===== src/rtl/mchan_trans_splitter.sv =====
// mchan_trans_splitter: re-issues one arbitrated MCHAN transaction as sub-transactions
// that never cross a 2**MAX_BURST_LOG-byte boundary in external address space.
// Latency 1 cycle from accept to first out_req_o; outputs held stable until out_gnt_i.
// Optional macro MCHAN_SPLIT_STATS_EN adds split_cnt_o, a saturating out-handshake count.
module mchan_trans_splitter #(
  parameter int EXT_ADD_WIDTH   = 32,
  parameter int TCDM_ADD_WIDTH  = 16,
  parameter int MCHAN_LEN_WIDTH = 16,
  parameter int MCHAN_OPC_WIDTH = 1,
  parameter int TRANS_SID_WIDTH = 1,
  parameter int TRANS_CID_WIDTH = 1,
  parameter int MAX_BURST_LOG   = 7
) (
  input  logic                       clk_i,
  input  logic                       rst_i,
  input  logic                       in_req_i,
  output logic                       in_gnt_o,
  input  logic [EXT_ADD_WIDTH-1:0]   in_ext_add_i,
  input  logic [TCDM_ADD_WIDTH-1:0]  in_tcdm_add_i,
  input  logic [MCHAN_LEN_WIDTH-1:0] in_len_i,
  input  logic [MCHAN_OPC_WIDTH-1:0] in_opc_i,
  input  logic [TRANS_SID_WIDTH-1:0] in_sid_i,
  input  logic [TRANS_CID_WIDTH-1:0] in_cid_i,
  output logic                       out_req_o,
  input  logic                       out_gnt_i,
  output logic [EXT_ADD_WIDTH-1:0]   out_ext_add_o,
  output logic [TCDM_ADD_WIDTH-1:0]  out_tcdm_add_o,
  output logic [MAX_BURST_LOG-1:0]   out_len_o,
  output logic [MCHAN_OPC_WIDTH-1:0] out_opc_o,
  output logic [TRANS_SID_WIDTH-1:0] out_sid_o,
  output logic [TRANS_CID_WIDTH-1:0] out_cid_o,
  output logic                       out_last_o,
`ifdef MCHAN_SPLIT_STATS_EN
  output logic [15:0]                split_cnt_o,
`endif
  output logic                       busy_o
);

  // Remaining byte count is one bit wider than the length field so a
  // full-range length (all ones, i.e. 2**MCHAN_LEN_WIDTH bytes) fits.
  localparam int REM_W = MCHAN_LEN_WIDTH + 1;
  localparam int CHK_W = MAX_BURST_LOG + 1;
  localparam logic [CHK_W-1:0] BURST_BYTES = CHK_W'(2 ** MAX_BURST_LOG);

  typedef enum logic {IDLE, SPLIT} state_e;

  state_e                     state_q;
  logic                       gnt_q, req_q, busy_q, last_q;
  logic [EXT_ADD_WIDTH-1:0]   ext_q;
  logic [TCDM_ADD_WIDTH-1:0]  tcdm_q;
  logic [REM_W-1:0]           rem_q;
  logic [MAX_BURST_LOG-1:0]   len_q;
  logic [MCHAN_OPC_WIDTH-1:0] opc_q;
  logic [TRANS_SID_WIDTH-1:0] sid_q;
  logic [TRANS_CID_WIDTH-1:0] cid_q;

  logic                       accept, xfer;
  logic [CHK_W-1:0]           cur_chunk, nxt_chunk, nxt_len_full;
  logic [EXT_ADD_WIDTH-1:0]   ext_d;
  logic [TCDM_ADD_WIDTH-1:0]  tcdm_d;
  logic [REM_W-1:0]           rem_d;
  logic [MAX_BURST_LOG-1:0]   len_d;
  logic                       last_d;

  // Bytes left before the next burst boundary, clipped to what remains.
  // Never zero: room is at least 1 and rem is non-zero in SPLIT.
  function automatic logic [CHK_W-1:0] chunk_of(input logic [EXT_ADD_WIDTH-1:0] ext,
                                                input logic [REM_W-1:0]         rem);
    logic [CHK_W-1:0] room;
    room = BURST_BYTES - {1'b0, ext[MAX_BURST_LOG-1:0]};
    if (rem < REM_W'(room)) chunk_of = rem[CHK_W-1:0];
    else                    chunk_of = room;
  endfunction

  // Next sub-transaction: either the first one of a new transaction or the
  // one following the sub currently being granted.
  always_comb begin
    accept    = in_req_i && gnt_q && (state_q == IDLE);
    xfer      = req_q && out_gnt_i;
    cur_chunk = {1'b0, len_q} + CHK_W'(1);
    if (accept) begin
      ext_d  = in_ext_add_i;
      tcdm_d = in_tcdm_add_i;
      rem_d  = REM_W'(in_len_i) + REM_W'(1);
    end else begin
      ext_d  = ext_q + EXT_ADD_WIDTH'(cur_chunk);
      tcdm_d = tcdm_q + TCDM_ADD_WIDTH'(cur_chunk);
      rem_d  = rem_q - REM_W'(cur_chunk);
    end
    nxt_chunk    = chunk_of(ext_d, rem_d);
    nxt_len_full = nxt_chunk - CHK_W'(1);
    len_d        = nxt_len_full[MAX_BURST_LOG-1:0];
    last_d       = (rem_d == REM_W'(nxt_chunk));
  end

  // Control FSM with registered handshake and sub-transaction outputs.
  always_ff @(posedge clk_i) begin
    if (rst_i) begin
      state_q <= IDLE;
      gnt_q   <= 1'b0;
      req_q   <= 1'b0;
      busy_q  <= 1'b0;
      last_q  <= 1'b0;
      ext_q   <= '0;
      tcdm_q  <= '0;
      rem_q   <= '0;
      len_q   <= '0;
      opc_q   <= '0;
      sid_q   <= '0;
      cid_q   <= '0;
    end else begin
      case (state_q)
        IDLE: begin
          gnt_q <= 1'b1;
          if (accept) begin
            state_q <= SPLIT;
            gnt_q   <= 1'b0;
            req_q   <= 1'b1;
            busy_q  <= 1'b1;
            ext_q   <= ext_d;
            tcdm_q  <= tcdm_d;
            rem_q   <= rem_d;
            len_q   <= len_d;
            last_q  <= last_d;
            opc_q   <= in_opc_i;
            sid_q   <= in_sid_i;
            cid_q   <= in_cid_i;
          end
        end
        SPLIT: begin
          if (xfer) begin
            if (last_q) begin
              // Return to IDLE; the grant reappears next cycle (one bubble).
              state_q <= IDLE;
              req_q   <= 1'b0;
              busy_q  <= 1'b0;
              gnt_q   <= 1'b1;
            end else begin
              ext_q  <= ext_d;
              tcdm_q <= tcdm_d;
              rem_q  <= rem_d;
              len_q  <= len_d;
              last_q <= last_d;
            end
          end
        end
        default: state_q <= IDLE;
      endcase
    end
  end

`ifdef MCHAN_SPLIT_STATS_EN
  logic [15:0] cnt_q;

  // Saturating count of completed out handshakes.
  always_ff @(posedge clk_i) begin
    if (rst_i)                       cnt_q <= '0;
    else if (xfer && cnt_q != 16'hFFFF) cnt_q <= cnt_q + 16'd1;
  end

  assign split_cnt_o = cnt_q;
`endif

  assign in_gnt_o       = gnt_q;
  assign out_req_o      = req_q;
  assign busy_o         = busy_q;
  assign out_ext_add_o  = ext_q;
  assign out_tcdm_add_o = tcdm_q;
  assign out_len_o      = len_q;
  assign out_last_o     = last_q;
  assign out_opc_o      = opc_q;
  assign out_sid_o      = sid_q;
  assign out_cid_o      = cid_q;

endmodule


===== config.mk =====
export PLATFORM = sky130hd
export DESIGN_NAME = mchan_trans_splitter
export DESIGN_NICKNAME = d
export VERILOG_FILES = /design/src/rtl/mchan_trans_splitter.sv
export SDC_FILE = /design/constraint.sdc
export NUM_CORES = 1
export LEC_CHECK = 0
export CORE_MARGIN = 1
export CORE_UTILIZATION = 59
export CTS_CLUSTER_DIAMETER = 100
export CTS_CLUSTER_SIZE = 40
export DETAILED_ROUTE_END_ITERATION = 10
export DONT_BUFFER_PORTS = 1
export PLACE_DENSITY = 0.86
export REMOVE_ABC_BUFFERS = 1
export SYNTH_ARGS = -nofsm -noshare
export SYNTH_HDL_FRONTEND = slang
export SYNTH_SLANG_ARGS = --single-unit

===== constraint.sdc =====
create_clock -name clk_i -period 5.6 [get_ports clk_i]
set_clock_uncertainty 0.2 [all_clocks]
set_input_delay 1.4 -clock clk_i [delete_from_list [all_inputs] [get_ports clk_i]]
set_output_delay 1.4 -clock clk_i [all_outputs]
set_load 0.1 [all_outputs]

; ---- Yosys cells after proc, flatten, opt, wreduce, memory -nomap -nowiden
; Index checks and enable logic that the tools add are counted.
[totals]
word_cells = 69
register_bits = 79
[op_classes]
n_addsub = 7
muxes = 36
bitwise = 1
n_lt_le_gt_ge = 1
n_reduce_logical = 8
n_eq_ne = 5
[ops]
columns = operator, n
row1 = 2-to-1 mux 32 bit, 4
row2 = 2-to-1 mux 17 bit, 4
row3 = 2-to-1 mux 16 bit, 4
row4 = one-hot mux 32 bit (2 select lines), 1
row5 = one-hot mux 17 bit (2 select lines), 1
row6 = adder 32 x 8 -> 32 bit, 1
row7 = one-hot mux 16 bit (2 select lines), 1
row8 = 2-to-1 mux 7 bit, 3
row9 = adder 16 x 1 -> 17 bit (second input constant), 1
row10 = equality test 17 x 8 -> 1 bit, 1
row11 = < comparator 17 x 8 -> 1 bit, 1
row12 = subtractor 17 x 8 -> 17 bit, 1
row13 = adder 16 x 8 -> 16 bit, 1
row14 = one-hot mux 7 bit (2 select lines), 1
row15 = 2-to-1 mux 1 bit, 12
row16 = adder 7 x 1 -> 8 bit (second input constant), 1
row17 = 2-to-1 mux 8 bit, 1
row18 = one-hot mux 1 bit (2 select lines), 4
row19 = subtractor 8 x 7 -> 8 bit (first input constant), 1
row20 = subtractor 7 x 1 -> 7 bit (second input constant), 1
row21 = AND reduction 2 bit, 3
row22 = AND reduction 3 bit, 2
row23 = != test 2 x 1 -> 1 bit (second input constant), 2
row24 = != test 2 bit (second input constant), 2
row25 = 2 further kinds, 4

; ---- Longest topological paths before layout
; Gate-level depths: netlist (run 1).
[depth]
depth_word = 10
depth_mapped = 24
mapped_depth_nobuf = 22

; ---- Worst setup path before layout (run 1)
; Ideal clock, no wire load.
[synth_path]
kind = register -> register
start = reg len_q[0] (netlist: out_len_o[0])
end = reg len_q[4] (netlist: out_len_o[4])
path_buffers = 2
setup_ps = 81
required_ps = 5319
arrival_ps = 5742
setup_slack_ps = -423
stages_incl_launch_ff = 22
cell_sequence = dfxtp_1 ha_1 nand3_1 xnor2_1 ha_1 o21ai_0 a21oi_1 o21a_1 o21a_1 o31ai_1 xor2_1 inv_1 ha_1 a21o_1 a211oi_1 nor4b_4 buf_6 mux2i_1 ha_1 clkbuf_1 or3b_2 a41oi_1
[synth_between]
elab_chain_cells = 10
word_cells_on_any_way = 13
[synth_lines]
columns = item, line
row1 = from (decl), 52  ; logic [MAX_BURST_LOG-1:0] len_q;
row2 = from (signal assigned), 123  ; len_q <= len_d;
row3 = from (signal assigned), 142  ; len_q <= len_d;
row4 = adder 7 x 1 -> 8 bit *, 80  ; cur_chunk = {1'b0, len_q} + CHK_W'(1);
row5 = adder 32 x 8 -> 32 bit, 86  ; ext_d = ext_q + EXT_ADD_WIDTH'(cur_chunk);
row6 = 2-to-1 mux 32 bit, 81  ; if (accept) begin
row7 = subtractor 8 x 7 -> 8 bit, 70  ; room = BURST_BYTES - {1'b0, ext[MAX_BURST_LOG-1:0]};
row8 = < comparator 17 x 8 -> 1 bit, 71  ; if (rem < REM_W'(room)) chunk_of = rem[CHK_W-1:0];
row9 = 2-to-1 mux 8 bit *, 71
row10 = subtractor 7 x 1 -> 7 bit *, 91  ; nxt_len_full = nxt_chunk - CHK_W'(1);
row11 = 2-to-1 mux 7 bit, 132  ; if (last_q) begin
row12 = 2-to-1 mux 7 bit, 131  ; if (xfer) begin
row13 = one-hot mux 7 bit (2 select lines) *, 112  ; case (state_q)
; Mark *: on every way between the ends. The rest lies on a longest branch, timed or not. The select of a mux whose other input is x is not followed.
; A chain may end at the register's enable or synchronous reset.

; ---- Worst setup path in the final report (run 1)
[layout_path]
start = reg len_q[2] (netlist: out_len_o[2])
end = reg len_q[2] (netlist: out_len_o[2])
[layout_between]
word_cells_on_any_way = 13
[layout_rtl]
columns = item, line
row1 = adder 7 x 1 -> 8 bit *, 80
row2 = subtractor 17 x 8 -> 17 bit *, 88  ; rem_d = rem_q - REM_W'(cur_chunk);
row3 = 2-to-1 mux 17 bit *, 81
row4 = net rem_d[6], 61  ; logic [REM_W-1:0] rem_d;
row5 = < comparator 17 x 8 -> 1 bit *, 71
row6 = 2-to-1 mux 8 bit *, 71
row7 = subtractor 7 x 1 -> 7 bit *, 91
row8 = 2-to-1 mux 7 bit, 132
row9 = 2-to-1 mux 7 bit, 131
row10 = one-hot mux 7 bit (2 select lines) *, 112
; Mark *: on every way through the listed nets, which the timed path passes. The rest lies on a longest branch. The select of a mux whose other input is x is not followed.

==> results of run 1 <==
[flip-flops by register name, indices dropped and copies added, names as in the netlist]
register and count:
busy_o 1, out_len_o 7, out_sid_o 1, out_tcdm_add_o 16, out_ext_add_o 32, out_cid_o 1
state_q 1, in_gnt_o 1, out_last_o 1, out_opc_o 1, rem_q 17
[logic make-up after synthesis]
| family | count (synthesis) | share of synthesized area (%) |
|---|---|---|
| AOI/OAI and AO/OA | 236 | 25.8 |
| xor gates and xnor gates | 45 | 6.36 |
| adders and majority gates | 38 | 8.04 |
| buffers and inverters | 81 | 5.41 |
| DFF | 79 | 25.5 |
| muxes | 12 | 1.98 |
| and+or+nand+nor | 337 | 26.9 |
[layer usage]
layer | track usage (%) | wire (microns)
met1 | 39.9 | 7270
met5 | 0 | 0
met4 | 10.1 | 327
met2 | 54.1 | 8640
met3 | 7.21 | 1550
[final cells by class]
type / instances / area share (%)
Multi-Input combinational cell: 668 / 64.0
Sequential cell: 79 / 23.5
Timing Repair Buffer: 49 / 5.43
Tap cell: 136 / 2.53
Clock buffer: 10 / 2.05
Inverter: 30 / 1.67
Clock inverter: 6 / 0.763
[power breakdown]
part           switching (mW)  internal (mW)
Clock                   0.236          0.180
Sequential              0.272          0.628
Combinational           0.906          0.618
[cells in the final DEF (no fill, tap or decap), types with 12 or more instances in the layout]
cell type | netlist | layout
ha_1 | 35 | 34
nand3_1 | 30 | 30
o211ai_1 | 13 | 13
nand4_1 | 12 | 12
a211oi_1 | 19 | 18
buf_4 | 3 | 48
o21ai_0 | 27 | 27
nor3_1 | 21 | 21
nor4_1 | 12 | 12
xnor2_1 | 26 | 25
xor2_1 | 19 | 19
dfxtp_1 | 79 | 78
inv_1 | 28 | 28
a21oi_1 | 68 | 68
nand2_1 | 93 | 93
a31oi_1 | 17 | 17
nor2_1 | 103 | 103
[stage by stage]
step                setup WS [ps]  hold slack, ps  TNS (ps)  total power [mW]
CTS                          94.9             260         0              2.80
global placement              173             240         0              2.33
global route                -30.3             270     -41.4              3.01
finish                        174             265         0              2.84
detailed placement          -54.3             246     -74.9              2.38
floorplan                   -2750             230   -111500              1.99
[repair_timing]
action                     in CTS  in global routing
setup buffers                   1                  3
hold endpoints to repair        0                  0
pin swaps                       0                  2
resized for setup               1                  4
setup endpoints to repair       2                  3
[worst paths after layout]
check	slack (ps)	from	depth (start not counted)	to
setup / recovery	170	out_len_o[2]	21	out_len_o[2]
hold / removal	260	rem_q[0]	2	rem_q[0]
setup reg to reg	170	out_len_o[2]	21	out_len_o[2]
hold reg to reg	260	rem_q[0]	2	rem_q[0]
[worst min-delay path: cells and delay by family, from the launching register on]
family,cells,cell delay (ps)
compound gates,1,50
flops,1,320
simple gates,1,50
==> flow_summary.json, run 1 <==
{
  "ys_types": 80,
  "worstSetupStartpointType": "register",
  "syn_area_sq_mm": 0.00619,
  "required_ps": 5610,
  "drtAntennaViolNets": 0,
  "final_core_util_pct": 65.8,
  "start_util_pct": 60.5,
  "maxCapViolCount": 0,
  "synth_ff_type": "dfxtp_1",
  "crit_type": "reg2reg",
  "vias": 6408,
  "critical-path-slowest-cell": "dfxtp_1",
  "syn_inst": 828,
  "tritoncts": "yes",
  "synth_warnings": 0,
  "critPathMostFrequentCell": "nor2_1",
  "async_flop_share_pct": 0,
  "root_buffer": "clkbuf_8",
  "synth_common_cells": "nor2_1, nand2_1, dfxtp_1",
  "antenna_found_initial": 0,
  "final_nets": 946,
  "post-route-min-period_ps": 5430,
  "wl_per_cell_microns": 18.2,
  "grt.overflow.total": 0,
  "fp.dieW_microns": 104,
  "arrival_ps": 5440,
  "power_leakage_nw": 2.57,
  "synth_edf_count": 0,
  "critPathBufInv": 3,
  "port_buffers": 0,
  "grt_max_degree": 81,
  "cts_hold_buf": 0,
  "netlist.area_leader.share_pct": 25.5,
  "p_per_area_mw_per_mm2": 422,
  "grt_usage_pct": 31.9,
  "antenna_cells": 0,
  "layout-drive-gt1-share_pct": 11.4,
  "clockBufferDepth": 2,
  "status": "completed",
  "drt_iter0_drc": 500,
  "viasPerCell": 6.55,
  "drv_slew": 0,
  "post-route-cell-area_sq_mm": 0.00673,
  "hp-class": "reg2reg",
  "placedInstanceArea_sq_mm": 0.00649,
  "cp_max_fo": 6,
  "dieArea_sq_mm": 0.0109,
  "dpl.cell_count": 958,
  "slew_headroom_pct": 23.7,
  "numClockSinks": 79,
  "drtPass1Iterations": 6,
  "synth_area_leaders": "dfxtp_1, ha_1, nor2_1",
  "clk_pin_slew_ps": 90,
  "wl_microns": 17800,
  "worst_pin_slew_ps": 1140,
  "ir_drop_uv": 196,
  "cts_made_buffers": 9,
  "path_delay_family": "compound AO/OA/AOI/OAI gates",
  "cpPeakStageDelay_ps": 470,
  "rows": 37,
  "synth.avg_cell_area_sq_um": 7.48,
  "synth_top_area_cell": "dfxtp_1",
  "multi_input_area_sq_mm": 0.00431,
  "seqCellArea_sq_mm": 0.00158,
  "ys_seq_area_share_pct": 25.5,
  "max_freq_ghz": 0.184,
  "grt_pass1_vias": 5856,
  "final_hold_viol_count": 0,
  "die_h_microns": 104,
  "syn_to_final_growth_pct": 8.63,
  "fill_cells": 864,
  "grt_pass1_wl_microns": 28500,
  "synth-seq-cells": 79,
  "gp_congestion": 0.916,
  "end_kind": "register",
  "synth.most_common_cell": "nor2_1",
  "dp_hpwl_microns": 13000,
  "finalCritPeriodShare_pct": 96.9,
  "coreArea_sq_mm": 0.0102,
  "pin_count": 133,
  "h-tree-depth": 3,
  "clk_latency_ps": 360,
  "drc": 0,
  "instances_no_fill": 978,
  "cp_cell_sequence": "nand3_1, nor2_1, xor2_1, inv_1, ha_1, o211ai_1, a21oi_2, nor2_1, xnor2_1, nor2_1, a21oi_1, ha_1, a21o_1, a211oi_2, nor4b_4, mux2i_1, ha_2, clkbuf_2, buf_4, xor2_1, a211oi_2",
  "setup_viol": 0
}
Power figures use the tool's default switching activity.
==> inputs of run 2 (changes only) <==
--- a/config.mk
+++ b/config.mk
@@ -12,7 +12,7 @@
 export DETAILED_ROUTE_END_ITERATION = 10
 export DONT_BUFFER_PORTS = 1
 export PLACE_DENSITY = 0.86
-export REMOVE_ABC_BUFFERS = 1
 export SYNTH_ARGS = -nofsm -noshare
 export SYNTH_HDL_FRONTEND = slang
 export SYNTH_SLANG_ARGS = --single-unit
+export TNS_END_PERCENT = 100
==> run 2 against run 1 <==
Via count grew 0.36%. Routed wire length grew 2.8%. Worst setup slack gained 110 ps. Combinational power is essentially flat. Maximum frequency grew 2.1%. Register-to-register slack gained 110 ps. Non-clock buffer count shrank 6. Cell area grew 0.35%. Sequential share of layout area is essentially flat. Critical path depth grew 3. Global-route usage grew 1.4 points. Utilization grew 0.23 points. Critical path type unchanged. Largest cell class unchanged. Largest power group unchanged.
==> flow_summary.json, run 2 (synthesis results as in run 1) <==
{
  "worst_pin_slew_ps": 1170,
  "cp_max_fo": 7,
  "reg2reg_setup_slack_ps": 290,
  "drv_slew": 0,
  "p_per_area_mw_per_mm2": 429,
  "instances_no_fill": 972,
  "worstReg2RegStart": "out_len_o[0]",
  "final_hold_viol_count": 0,
  "syn_nets": 937,
  "max_freq_ghz": 0.188,
  "power_mw": 2.90,
  "coreArea_sq_mm": 0.0102,
  "clk_pin_slew_ps": 90,
  "grt_max_degree": 81,
  "power_leakage_nw": 2.56,
  "crit_end": "out_len_o[6]",
  "arrival_ps": 5380,
  "ir_drop_uv": 249,
  "cts_hold_buf": 0,
  "drc": 0,
  "crit_type": "reg2reg",
  "worstSetupStartpointType": "register",
  "dp_hpwl_microns": 13000,
  "drtAntennaViolNets": 0,
  "final_common_cell": "nor2_1",
  "port_buffers": 0,
  "dpl.cell_count": 952,
  "r2r-end": "out_len_o[6]",
  "rows": 37,
  "final_cell_mix": "nor2_1, nand2_1, dfxtp_1",
  "final_nets": 940,
  "root_buffer": "clkbuf_8",
  "grt_usage_pct": 33.4,
  "fp.dieW_microns": 104,
  "viasPerCell": 6.62,
  "end_kind": "register",
  "antenna_cells": 0,
  "status": "completed",
  "post-route-min-period_ps": 5310,
  "gp_congestion": 0.998,
  "largest_reg_flops": 32,
  "syn_to_final_growth_pct": 9.01,
  "layout-drive-gt1-share_pct": 12.0,
  "clk_latency_ps": 370,
  "dieArea_sq_mm": 0.0109,
  "required_ps": 5660,
  "h-tree-depth": 3,
  "wl_microns": 18300,
  "cts_made_buffers": 9,
  "slew_headroom_pct": 21.7,
  "multi_input_area_sq_mm": 0.00434,
  "clockBufferDepth": 2,
  "maxCapViolCount": 0,
  "die_h_microns": 104,
  "seqCellArea_sq_mm": 0.00159,
  "fill_cells": 868,
  "tns_ps": 0,
  "rr_worst_depth": 24,
  "final_core_util_pct": 66.0,
  "vias": 6431,
  "grt.overflow.total": 0,
  "pin_count": 133,
  "drtPass1Iterations": 5,
  "wl_per_cell_microns": 18.8,
  "grt_pass1_wl_microns": 29600,
  "tritoncts": "yes",
  "grt_pass1_vias": 6108,
  "setup_viol": 0,
  "drt_iter0_drc": 537,
  "start_util_pct": 60.5,
  "numClockSinks": 79,
  "critPathLaunch": "out_len_o[0]",
  "finalCritPeriodShare_pct": 94.9,
  "antenna_found_initial": 0,
  "hp-class": "reg2reg"
}
## run 2: per-stage QoR
| stage | instance area (sq um) | hold WS [ps] | setup WS, ps |
|---|---|---|---|
| after global placement | 6470 | 246 | 260 |
| after global routing | 6750 | 274 | -23.7 |
| after floorplan | 6230 | 236 | 0.997 |
| after CTS | 6680 | 260 | 27.0 |
| final | 6750 | 264 | 288 |
| after detailed placement | 6470 | 246 | -13.3 |
## run 2: worst min-delay path by stage
| stage | start | end | slack (ps) | cells past startpoint |
|---|---|---|---|---|
| floorplan | rem_q[0] | rem_q[0] | 240 | 2 |
| global placement | rem_q[3] | rem_q[3] | 250 | 2 |
| detailed placement | rem_q[3] | rem_q[3] | 250 | 2 |
| CTS | rem_q[3] | rem_q[3] | 260 | 2 |
| global route | rem_q[3] | rem_q[3] | 270 | 2 |
| finish | rem_q[3] | rem_q[3] | 260 | 2 |
## run 2: metal layers
layer	share of wire (%)	global-route usage, %
met2	48	56.1
met3	8.6	7.39
met4	4.0	17.4
met5	0	0
met1	39	39.6
## run 2: cell type report
cell class	instances	area share [%]
inverters	30	1.67
multi-input cells	668	64.2
flip-flops and latches	79	23.5
clock inverters	7	1.26
well taps	136	2.52
repair buffers	43	4.97
clock buffers	9	1.83
## run 2: where the power goes
group | switching, mW | internal, mW | total, mW
Clock | 0.249 | 0.215 | 0.464
Combinational | 0.922 | 0.616 | 1.54
Sequential | 0.267 | 0.629 | 0.897
## run 2: what timing repair did
action	4_1_cts	5_1_grt
resized for setup	0	8
buffers inserted	0	4
setup endpoints to repair	0	3
## run 2: critical path, stage by stage (launching register included)
cell	delay [ps]
dfxtp_2	390
ha_2	220
nand3_1	160
xnor2_2	310
inv_1	100
ha_1	360
o211a_1	170
o31ai_1	130
a21boi_1	240
o21ai_1	110
a211oi_1	270
a211oi_1	80
buf_4	180
ha_1	330
nand3_1	100
a21oi_1	60
a211oi_2	250
nor4b_4	230
buf_4	190
mux2i_2	230
ha_2	270
nand2_1	70
o31ai_1	230
mux2i_1	120
a41o_1	230
